### config.mk
export PLATFORM = sky130hd
export DESIGN_NAME = nrs_seq_buffer
export DESIGN_NICKNAME = d
export VERILOG_FILES = /design/src/rtl/nrs_pkg.sv /design/src/rtl/nrs_bank_ctrl.sv /design/src/rtl/nrs_seq_buffer.sv
export SDC_FILE = /design/constraint.sdc
export NUM_CORES = 1
export LEC_CHECK = 0
export CORE_MARGIN = 2
export CORE_UTILIZATION = 35
export CTS_CLUSTER_SIZE = 40
export DETAILED_ROUTE_END_ITERATION = 8
export GPL_TIMING_DRIVEN = 0
export RECOVER_POWER = 25
export SLEW_MARGIN = 25
export SYNTH_ARGS = -nofsm -noshare
export SYNTH_HDL_FRONTEND = slang
export SYNTH_SLANG_ARGS = --single-unit
### constraint.sdc
create_clock -name clk -period 3.5 [get_ports clk]
set_clock_uncertainty 0.2 [all_clocks]
set_input_delay 0.7 -clock clk [delete_from_list [all_inputs] [get_ports clk]]
set_output_delay 0.7 -clock clk [all_outputs]
set_load 0.005 [all_outputs]
### src/rtl/nrs_pkg.sv
// Shared constants for the NRS Gold-sequence symbol buffer.
package nrs_pkg;
    localparam int NRS_WIDTH_REG = 16;
    localparam int NRS_NUM_BANKS = 2;
    localparam int NRS_NUM_RD    = 2;
    // Read port roles
    localparam int RD_EST        = 0;
    localparam int RD_FINE       = 1;
endpackage

### src/rtl/nrs_bank_ctrl.sv
// Bank bookkeeping for the NRS sequence buffer.
// Tracks the fill bank and bit position, the bank being read, how many banks are full,
// and the sticky overflow/underflow flags. Each bank moves FREE -> FILLING -> FULL -> READING -> FREE,
// implied entirely by wr_ptr, rd_ptr and count.
module nrs_bank_ctrl
    import nrs_pkg::*;
#(
    parameter int WIDTH_REG = NRS_WIDTH_REG,
    parameter int NUM_BANKS = NRS_NUM_BANKS,
    parameter int LINES     = $clog2(WIDTH_REG),
    parameter int BLINES    = $clog2(NUM_BANKS)
) (
    input  logic              clk,
    input  logic              rst,
    input  logic              wr_valid,
    input  logic              rd_release,
    output logic              wr_en,
    output logic [BLINES-1:0] wr_ptr,
    output logic [BLINES-1:0] rd_ptr,
    output logic [LINES-1:0]  bit_cnt,
    output logic              wr_ready,
    output logic              rd_avail,
    output logic              overflow,
    output logic              underflow
);
    localparam int CNT_W = BLINES + 1;

    logic [BLINES-1:0] wr_ptr_q, wr_ptr_d;
    logic [BLINES-1:0] rd_ptr_q, rd_ptr_d;
    logic [LINES-1:0]  bit_cnt_q, bit_cnt_d;
    logic [CNT_W-1:0]  count_q, count_d;
    logic              overflow_q, overflow_d;
    logic              underflow_q, underflow_d;
    logic              rel_en;
    logic              bank_done;

    // Handshake decode and next-state for pointers, fill position, bank count and flags
    always_comb begin
        wr_ready    = (count_q < CNT_W'(NUM_BANKS));
        rd_avail    = (count_q != '0);
        wr_en       = wr_valid & wr_ready;
        rel_en      = rd_release & rd_avail;
        bank_done   = wr_en && (bit_cnt_q == LINES'(WIDTH_REG - 1));

        wr_ptr_d    = wr_ptr_q;
        rd_ptr_d    = rd_ptr_q;
        bit_cnt_d   = bit_cnt_q;
        count_d     = count_q;
        overflow_d  = overflow_q | (wr_valid & ~wr_ready);
        underflow_d = underflow_q | (rd_release & ~rd_avail);

        if (wr_en) begin
            bit_cnt_d = bank_done ? '0 : bit_cnt_q + LINES'(1);
        end
        if (bank_done) begin
            wr_ptr_d = wr_ptr_q + BLINES'(1);
        end
        if (rel_en) begin
            rd_ptr_d = rd_ptr_q + BLINES'(1);
        end
        // A bank completing while another is released leaves the count unchanged
        case ({bank_done, rel_en})
            2'b10:   count_d = count_q + CNT_W'(1);
            2'b01:   count_d = count_q - CNT_W'(1);
            default: count_d = count_q;
        endcase
    end

    // State registers with synchronous reset
    always_ff @(posedge clk) begin
        if (rst) begin
            wr_ptr_q    <= '0;
            rd_ptr_q    <= '0;
            bit_cnt_q   <= '0;
            count_q     <= '0;
            overflow_q  <= 1'b0;
            underflow_q <= 1'b0;
        end else begin
            wr_ptr_q    <= wr_ptr_d;
            rd_ptr_q    <= rd_ptr_d;
            bit_cnt_q   <= bit_cnt_d;
            count_q     <= count_d;
            overflow_q  <= overflow_d;
            underflow_q <= underflow_d;
        end
    end

    assign wr_ptr    = wr_ptr_q;
    assign rd_ptr    = rd_ptr_q;
    assign bit_cnt   = bit_cnt_q;
    assign overflow  = overflow_q;
    assign underflow = underflow_q;
endmodule

### src/rtl/nrs_seq_buffer.sv
// Multi-bank buffer for serial NRS Gold-sequence bits c(n).
// The generator fills one bank while the estimator reads a completed one; each read
// port returns a QPSK pair (even bit = real, odd bit = imag, optionally conjugated).
module nrs_seq_buffer
    import nrs_pkg::*;
#(
    parameter int WIDTH_REG = NRS_WIDTH_REG,
    parameter int NUM_BANKS = NRS_NUM_BANKS,
    parameter int NUM_RD    = NRS_NUM_RD,
    parameter int LINES     = $clog2(WIDTH_REG),
    parameter int BLINES    = $clog2(NUM_BANKS)
) (
    input  logic                    clk,
    input  logic                    rst,
    input  logic                    wr_valid,
    output logic                    wr_ready,
    input  logic                    c_n,
    output logic                    rd_avail,
    output logic [BLINES-1:0]       rd_bank,
    input  logic                    rd_release,
    input  logic [NUM_RD-1:0]       rd_conj,
    input  logic [NUM_RD*LINES-1:0] rd_addr,
    output logic [NUM_RD-1:0]       c_n_r,
    output logic [NUM_RD-1:0]       c_n_i,
    output logic                    overflow,
    output logic                    underflow
);
    logic              wr_en;
    logic [BLINES-1:0] wr_ptr;
    logic [BLINES-1:0] rd_ptr;
    logic [LINES-1:0]  bit_cnt;

    logic [WIDTH_REG-1:0] bank_q [NUM_BANKS];
    logic [WIDTH_REG-1:0] bank_d [NUM_BANKS];

    nrs_bank_ctrl #(
        .WIDTH_REG (WIDTH_REG),
        .NUM_BANKS (NUM_BANKS),
        .LINES     (LINES),
        .BLINES    (BLINES)
    ) u_ctrl (
        .clk        (clk),
        .rst        (rst),
        .wr_valid   (wr_valid),
        .rd_release (rd_release),
        .wr_en      (wr_en),
        .wr_ptr     (wr_ptr),
        .rd_ptr     (rd_ptr),
        .bit_cnt    (bit_cnt),
        .wr_ready   (wr_ready),
        .rd_avail   (rd_avail),
        .overflow   (overflow),
        .underflow  (underflow)
    );

    assign rd_bank = rd_ptr;

    // Bank storage: flops rather than RAM, since reset must clear every bit
    // and the read ports are combinational.
    for (genvar gi = 0; gi < NUM_BANKS; gi++) begin : g_bank
        // Insert the incoming bit at the fill position of the active bank
        always_comb begin
            bank_d[gi] = bank_q[gi];
            if (wr_en && (wr_ptr == BLINES'(gi))) begin
                bank_d[gi][bit_cnt] = c_n;
            end
        end

        // Bank register with synchronous clear
        always_ff @(posedge clk) begin
            if (rst) begin
                bank_q[gi] <= '0;
            end else begin
                bank_q[gi] <= bank_d[gi];
            end
        end
    end

    // One QPSK read mux per port; the address LSB is ignored so a pair is always even-aligned
    for (genvar gi = 0; gi < NUM_RD; gi++) begin : g_rd
        logic [LINES-1:0] addr;
        logic [LINES-1:0] re_idx;
        logic [LINES-1:0] im_idx;
        logic             unused_addr_lsb;

        assign addr            = rd_addr[gi*LINES +: LINES];
        assign unused_addr_lsb = addr[0];

        // Real/imag bit select from the current read bank
        always_comb begin
            re_idx    = {addr[LINES-1:1], 1'b0};
            im_idx    = {addr[LINES-1:1], 1'b1};
            c_n_r[gi] = bank_q[rd_ptr][re_idx];
            c_n_i[gi] = bank_q[rd_ptr][im_idx] ^ rd_conj[gi];
        end
    end
endmodule

# Word level (Yosys, flattened, before mapping)
# Memories as Yosys holds them, arrays and structs flattened. A register that Yosys moved wholly into a read port is not among the register bits.
# Index checks and enable logic that the tools add are counted.
dict set report word_totals {
  reg_bits 10
  latch_bits 0
  ramBits 32
  romBits 0
  out_inout_bits 9
  wordCells 64
  n_memories 1
}
# name words width rd rd_ports_with_merged_regs wr line
set memory_table {}
lappend memory_table {bank_q 2 16 3 1 2 nrs_seq_buffer.sv:33} ;# logic [WIDTH_REG-1:0] bank_q [NUM_BANKS];
dict set report op_classes {
  addsub 5
  multipliers 0
  div 0
  order_cmp 7
  eq_ne 3
  shift 0
  mux 23
  bitwise_logic 13
  n_reduce_logical 6
}
# cell count
set ops {}
lappend ops {{16-bit two-way mux} 4}
lappend ops {{16-bit bitwise mux} 2}
lappend ops {{4-bit by 5-bit < comparator with 1-bit output (second input constant)} 5}
lappend ops {{1-bit binary-select mux with 3-bit select} 4}
lappend ops {{1-bit two-way mux} 10}
lappend ops {{4-bit by 1-bit adder with 4-bit output (second input constant)} 1}
lappend ops {{1-bit bitwise AND} 4}
lappend ops {{1-bit demux with 4-bit select} 1}
lappend ops {{4-bit == test (second input constant)} 1}
lappend ops {{4-bit by 1-bit greater-or-equal comparator with 1-bit output (second input constant)} 1}
lappend ops {{1-bit logical AND} 4}
lappend ops {{4-bit two-way mux} 1}
lappend ops {{1-bit OR} 4}
lappend ops {{2-bit one-hot mux with 2 select lines} 1}
lappend ops {{2-bit nonzero test} 2}
lappend ops {{1-bit NOT} 3}
lappend ops {{1-bit adder (second input constant)} 2}
lappend ops {{2-bit by 1-bit adder with 2-bit output (second input constant)} 1}
lappend ops {{2-bit by 1-bit == test with 1-bit output (second input constant)} 1}
lappend ops {{2-bit == test (second input constant)} 1}
lappend ops {{2-bit < comparator (second input constant)} 1}
lappend ops {{2-bit by 1-bit subtractor with 2-bit output (second input constant)} 1}
lappend ops {{1-bit XOR} 2}

# Depth between registers and ports, before layout
dict set report logic_depth {
  word_depth 7
  mapped_depth 8
  ltp_nobuf 8
}

# Cells and area by module
# A second synthesis with hierarchy kept.
dict set report unflattened {
  hier_cells 245
  area_unflattened_um2 2393.5
}
# mod instances cells_each area_each_um2 seq_area_each_um2
set by_module_without_submodules {}
lappend by_module_without_submodules {nrs_seq_buffer 1 195 1935.6 640.6}
lappend by_module_without_submodules {nrs_bank_ctrl 1 50 457.9 200.2}

# Least setup slack after synthesis
# No wires, ideal clock.
dict set report synth_path {
  kind {input to output}
  from {input port rd_addr[2]}
  to {output port c_n_i[0]}
  arrival_ps 1977
  path_slack_ps 623
  cell_stages 4
  n_path_buf 1
  path_cell_list {buf_6 mux4_1 mux4_2 xor2_1}
}
dict set report synth_via {
  elab_chain_len 3
}
# element line
set synth_lines {}
lappend synth_lines {{start, declared} nrs_seq_buffer.sv:22} ;# input logic [NUM_RD*LINES-1:0] rd_addr,
lappend synth_lines {{1-bit binary-select mux with 3-bit select} nrs_seq_buffer.sv:94} ;# c_n_i[gi] = bank_q[rd_ptr][im_idx] ^ rd_conj[gi];
lappend synth_lines {{1-bit two-way mux (not written as such)} nrs_seq_buffer.sv:94}
lappend synth_lines {{1-bit XOR} nrs_seq_buffer.sv:94}
lappend synth_lines {{end, declared} nrs_seq_buffer.sv:24} ;# output logic [NUM_RD-1:0] c_n_i,
# Every way passes these cells. The select of a mux whose other input is x is not followed.

# Final worst setup path
dict set report layout_path {
  from {input port rd_addr[6]}
  to {output port c_n_i[1]}
}
# The elaborated chain is that of the path after synthesis.

==> summary.txt <==
STA
  • Tcrit/Tclk final: 97.74%
  • Finish-stage setup viols: 0
  • Rel. slew slack: 51.79%
  • Period minus WS final: 3.421 ns
  • Max Transition Viols Final: 0
  • Unrepaired setup endpoints after global routing: no
  • Hold_ws: 0.2777 ns
  • Setup TNS: 0 ns
  • Worst-margin pin slew: 0.7216 ns
  • Max Fclk: ~0.29 GHz
  • Setup WS post-layout: 0.07913 ns
  • Final Hold Fails: 0

Pwr
  • Psw: 0.0002358 W
  • Comb pwr share: a little over a tenth
  • Cell leakage power: 0.9964 nW
  • P_int: 0.0006730 W
  • Pwr Total: 0.0009087 W
  • Sequential share of power: a little over half
  • Sw Ratio: between 20% and 30%
  • Pwr dens: 318.3 nW/um2
  • Clock power frac: roughly a third
  • Peak supply drop: between 0.00015 and 0.0002 V

Synth
  • Synth warn: 0
  • Yosys cell types: 31
  • Synthesis-stage register bit count: 43
  • Seq/Total Area, Yosys: 34.91%
  • Syn Std Cell Area: 2466 um2
  • Syn Inst Count: ~260
  • Mean Syn Cell Area: 9.671 um2
  • Post-synth net total: roughly 280

Route
  • Final routed DRC violation total: 0
  • DRT iter0 DRCs: 150
  • Via count: 2155
  • Drt pass-1 iters: 6
  • Final ANT Viol Nets: 0
  • Aggregate routed wire length: 6370 um
  • Drt wl/cell: 16.90 um
  • Vias per std cell: 5.716

Setup path
  • R2R depth: 7
  • CP Capture Point: c_n_i[1]
  • FF-to-FF End: u_ctrl.count_q[1]$_SDFFE_PP0P_
  • Worst r2r src: u_ctrl.bit_cnt[2]$_SDFFE_PP0N_
  • Crit path max fanout: 7
  • CP Launch Type: primary input
  • Cell-by-cell trace of the critical path: buf_6, mux4_1, mux4_2, xor2_1, clkdlybuf4s50_1
  • WP data arrival: approximately 2.5 ns
  • R2R setup slack: 1.04 ns
  • Slowest CP cell: mux4_1
  • Req. time, crit path: between 2 and 3 ns
  • Worst path max stage delay: 0.57 ns
  • Crit. End Element: output port
  • Setup CP Type: primary input to output port
  • Crit path launch: rd_addr[6]

Hold path
  • Hold crit path type: register to register

Die
  • Initial Util: a little over a third
  • DIE WIDTH: 87.94 um
  • Die area: 7733 um2
  • I/O Pins: 24
  • Die Ht: approximately 88 um
  • Core area: between 6000 and 7000 um2
  • FP Rows: 30

Place
  • Gpl congestion: 0.8157
  • Cell Area, Placed: about 2800 um2
  • Dpl hpwl: between 4000 and 5000 um
  • Setup Slack @ Placement: -0.2007 ns
  • Number of buffers added on ports: 18

Global route
  • Vias in the first global route: 1957
  • First-pass GRT wire length: about 10000 um
  • Initial antenna violation count: 0
  • Largest net degree at the start of global routing: 14
  • GRT overflow: 0
  • GR Util All Layers: between 10% and 20%

Final layout
  • Share of cells above drive strength 1: 6.050%
  • Number of diodes: 0
  • Post-route cell area: between 2000 and 3000 um2
  • Most common cell after layout, fill and taps aside: dfxtp_1
  • Nets: 300
  • Area occupied by registers: between 800 and 900 um2
  • Multi-input logic area: between 1000 and 1500 um2
  • Most frequent cells in the layout: 43 x dfxtp_1, 36 x a21oi_1, 24 x clkbuf_1
  • Area Overhead vs Synth: 15.78%
  • # fillers: 674

Clocking
  • CTS tree: yes
  • CTS Buffer Depth: 2
  • Clock sink count: 43
  • CTS buffer count: 5
  • H-tree depth: 2
  • Reg clk slew, reported paths: 0.08 ns
  • Root Buffer: clkbuf_8
  • Skew-Pair Late Insertion Delay: 0.29 ns

Job
  • # Max-Cap Violations: 0

Run status
  • Run status: finished clean
==> stage by stage <==
step,std cells,util (%)
finish,377,42.03
global route,377,42.03
CTS,377,41.93
detailed placement,369,40.72
global placement,369,40.72
floorplan,255,-
==> power groups by stage <==
stage	Combinational, W	Clock (W)	Sequential [W]
after detailed placement	0.0000994	0	0.000510
after global placement	0.0000995	0	0.000510
after global routing	0.000107	0.000338	0.000499
after CTS	0.0000991	0.000319	0.000498
after floorplan	0.0000605	0	0.000509
final	0.0000993	0.000311	0.000498
==> flip-flops by register name (all words and copies together) (netlist names), named ones only <==
register,flops
bank_q,32
u_ctrl.bit_cnt,4
u_ctrl.count_q,2
u_ctrl.overflow,1
u_ctrl.rd_ptr,1
u_ctrl.underflow,1
u_ctrl.wr_ptr,1
==> worst max-delay path: cells and delay by family <==
kind / cells / cell delay (ns)
buffers and inverters: 2 / 0.64
multiplexers: 2 / 1.04
XOR/XNOR: 1 / 0.14
==> worst min path at each step <==
stage | from | to | slack (ns) | cells past startpoint
floorplan | bank_q[0][4]$_SDFFE_PP0P_ | bank_q[0][4]$_SDFFE_PP0P_ | 0.25 | 2
global placement | u_ctrl.overflow$_SDFF_PP0_ | u_ctrl.overflow$_SDFF_PP0_ | 0.25 | 2
detailed placement | u_ctrl.overflow$_SDFF_PP0_ | u_ctrl.overflow$_SDFF_PP0_ | 0.26 | 2
CTS | bank_q[0][7]$_SDFFE_PP0P_ | bank_q[0][7]$_SDFFE_PP0P_ | 0.29 | 2
global route | u_ctrl.underflow$_SDFF_PP0_ | u_ctrl.underflow$_SDFF_PP0_ | 0.31 | 2
finish | u_ctrl.overflow$_SDFF_PP0_ | u_ctrl.overflow$_SDFF_PP0_ | 0.28 | 2
==> cells by family after synthesis <==
family	synth area share, %
adder cells (fa/ha/maj)	2.537
flip-flops	34.91
XOR/XNOR	2.486
AND/OR/NAND/NOR	16.29
multiplexers	21.11
buffers and inverters	5.936
AO/OA/AOI/OAI	16.74
==> what timing repair did <==
action	CTS	global route
setup endpoints to repair	2	4
cloned	0	0
hold buffers	0	0
resized for setup	2	3
buffers inserted	0	0
==> synthesized netlist by cell type <==
library cell,instances,area (um2)
o21ai_0,18,90.09
dfxtp_1,43,860.8
a21oi_1,36,180.2
a211oi_1,1,7.510
and2_1,1,6.260
nand4_1,17,106.4
clkbuf_1,23,86.33
and4b_1,4,40.04
mux4_2,6,135.1
and3b_1,1,8.760
nand3_1,17,85.08
or3b_2,1,8.760
nand2b_1,3,18.77
nand2_1,1,3.750
inv_1,10,37.54
o21a_1,1,7.510
or3_1,2,12.51
nand4b_1,4,35.03
buf_6,2,22.52
mux2i_1,7,70.07
xor2_1,3,26.28
o31ai_1,17,127.6
nor3b_1,1,7.510
nor2_1,10,37.54
nor3_1,1,5.000
mux4_1,12,315.3
or2_2,1,6.260
nor2b_1,2,12.51
nand3b_1,1,7.510
xnor2_1,4,35.03
ha_1,5,62.56
==> final cells by class <==
class / instances / area share, %
clock inverters: 2 / 0.4382
multi-input cells: 177 / 51.10
clock buffers: 6 / 2.542
plain buffers: 25 / 3.812
inverters: 10 / 1.315
repair buffers: 18 / 6.442
well taps: 96 / 4.207
flip-flops and latches: 43 / 30.15
==> per-layer routing <==
layer  routed length (um)  global-route usage, %
met1                 3074                  25.13
met2                 2772                  27.27
met3                  447                  2.828
met4                   76                  3.497
met5                    0                      0
Power figures use the tool's default switching activity.
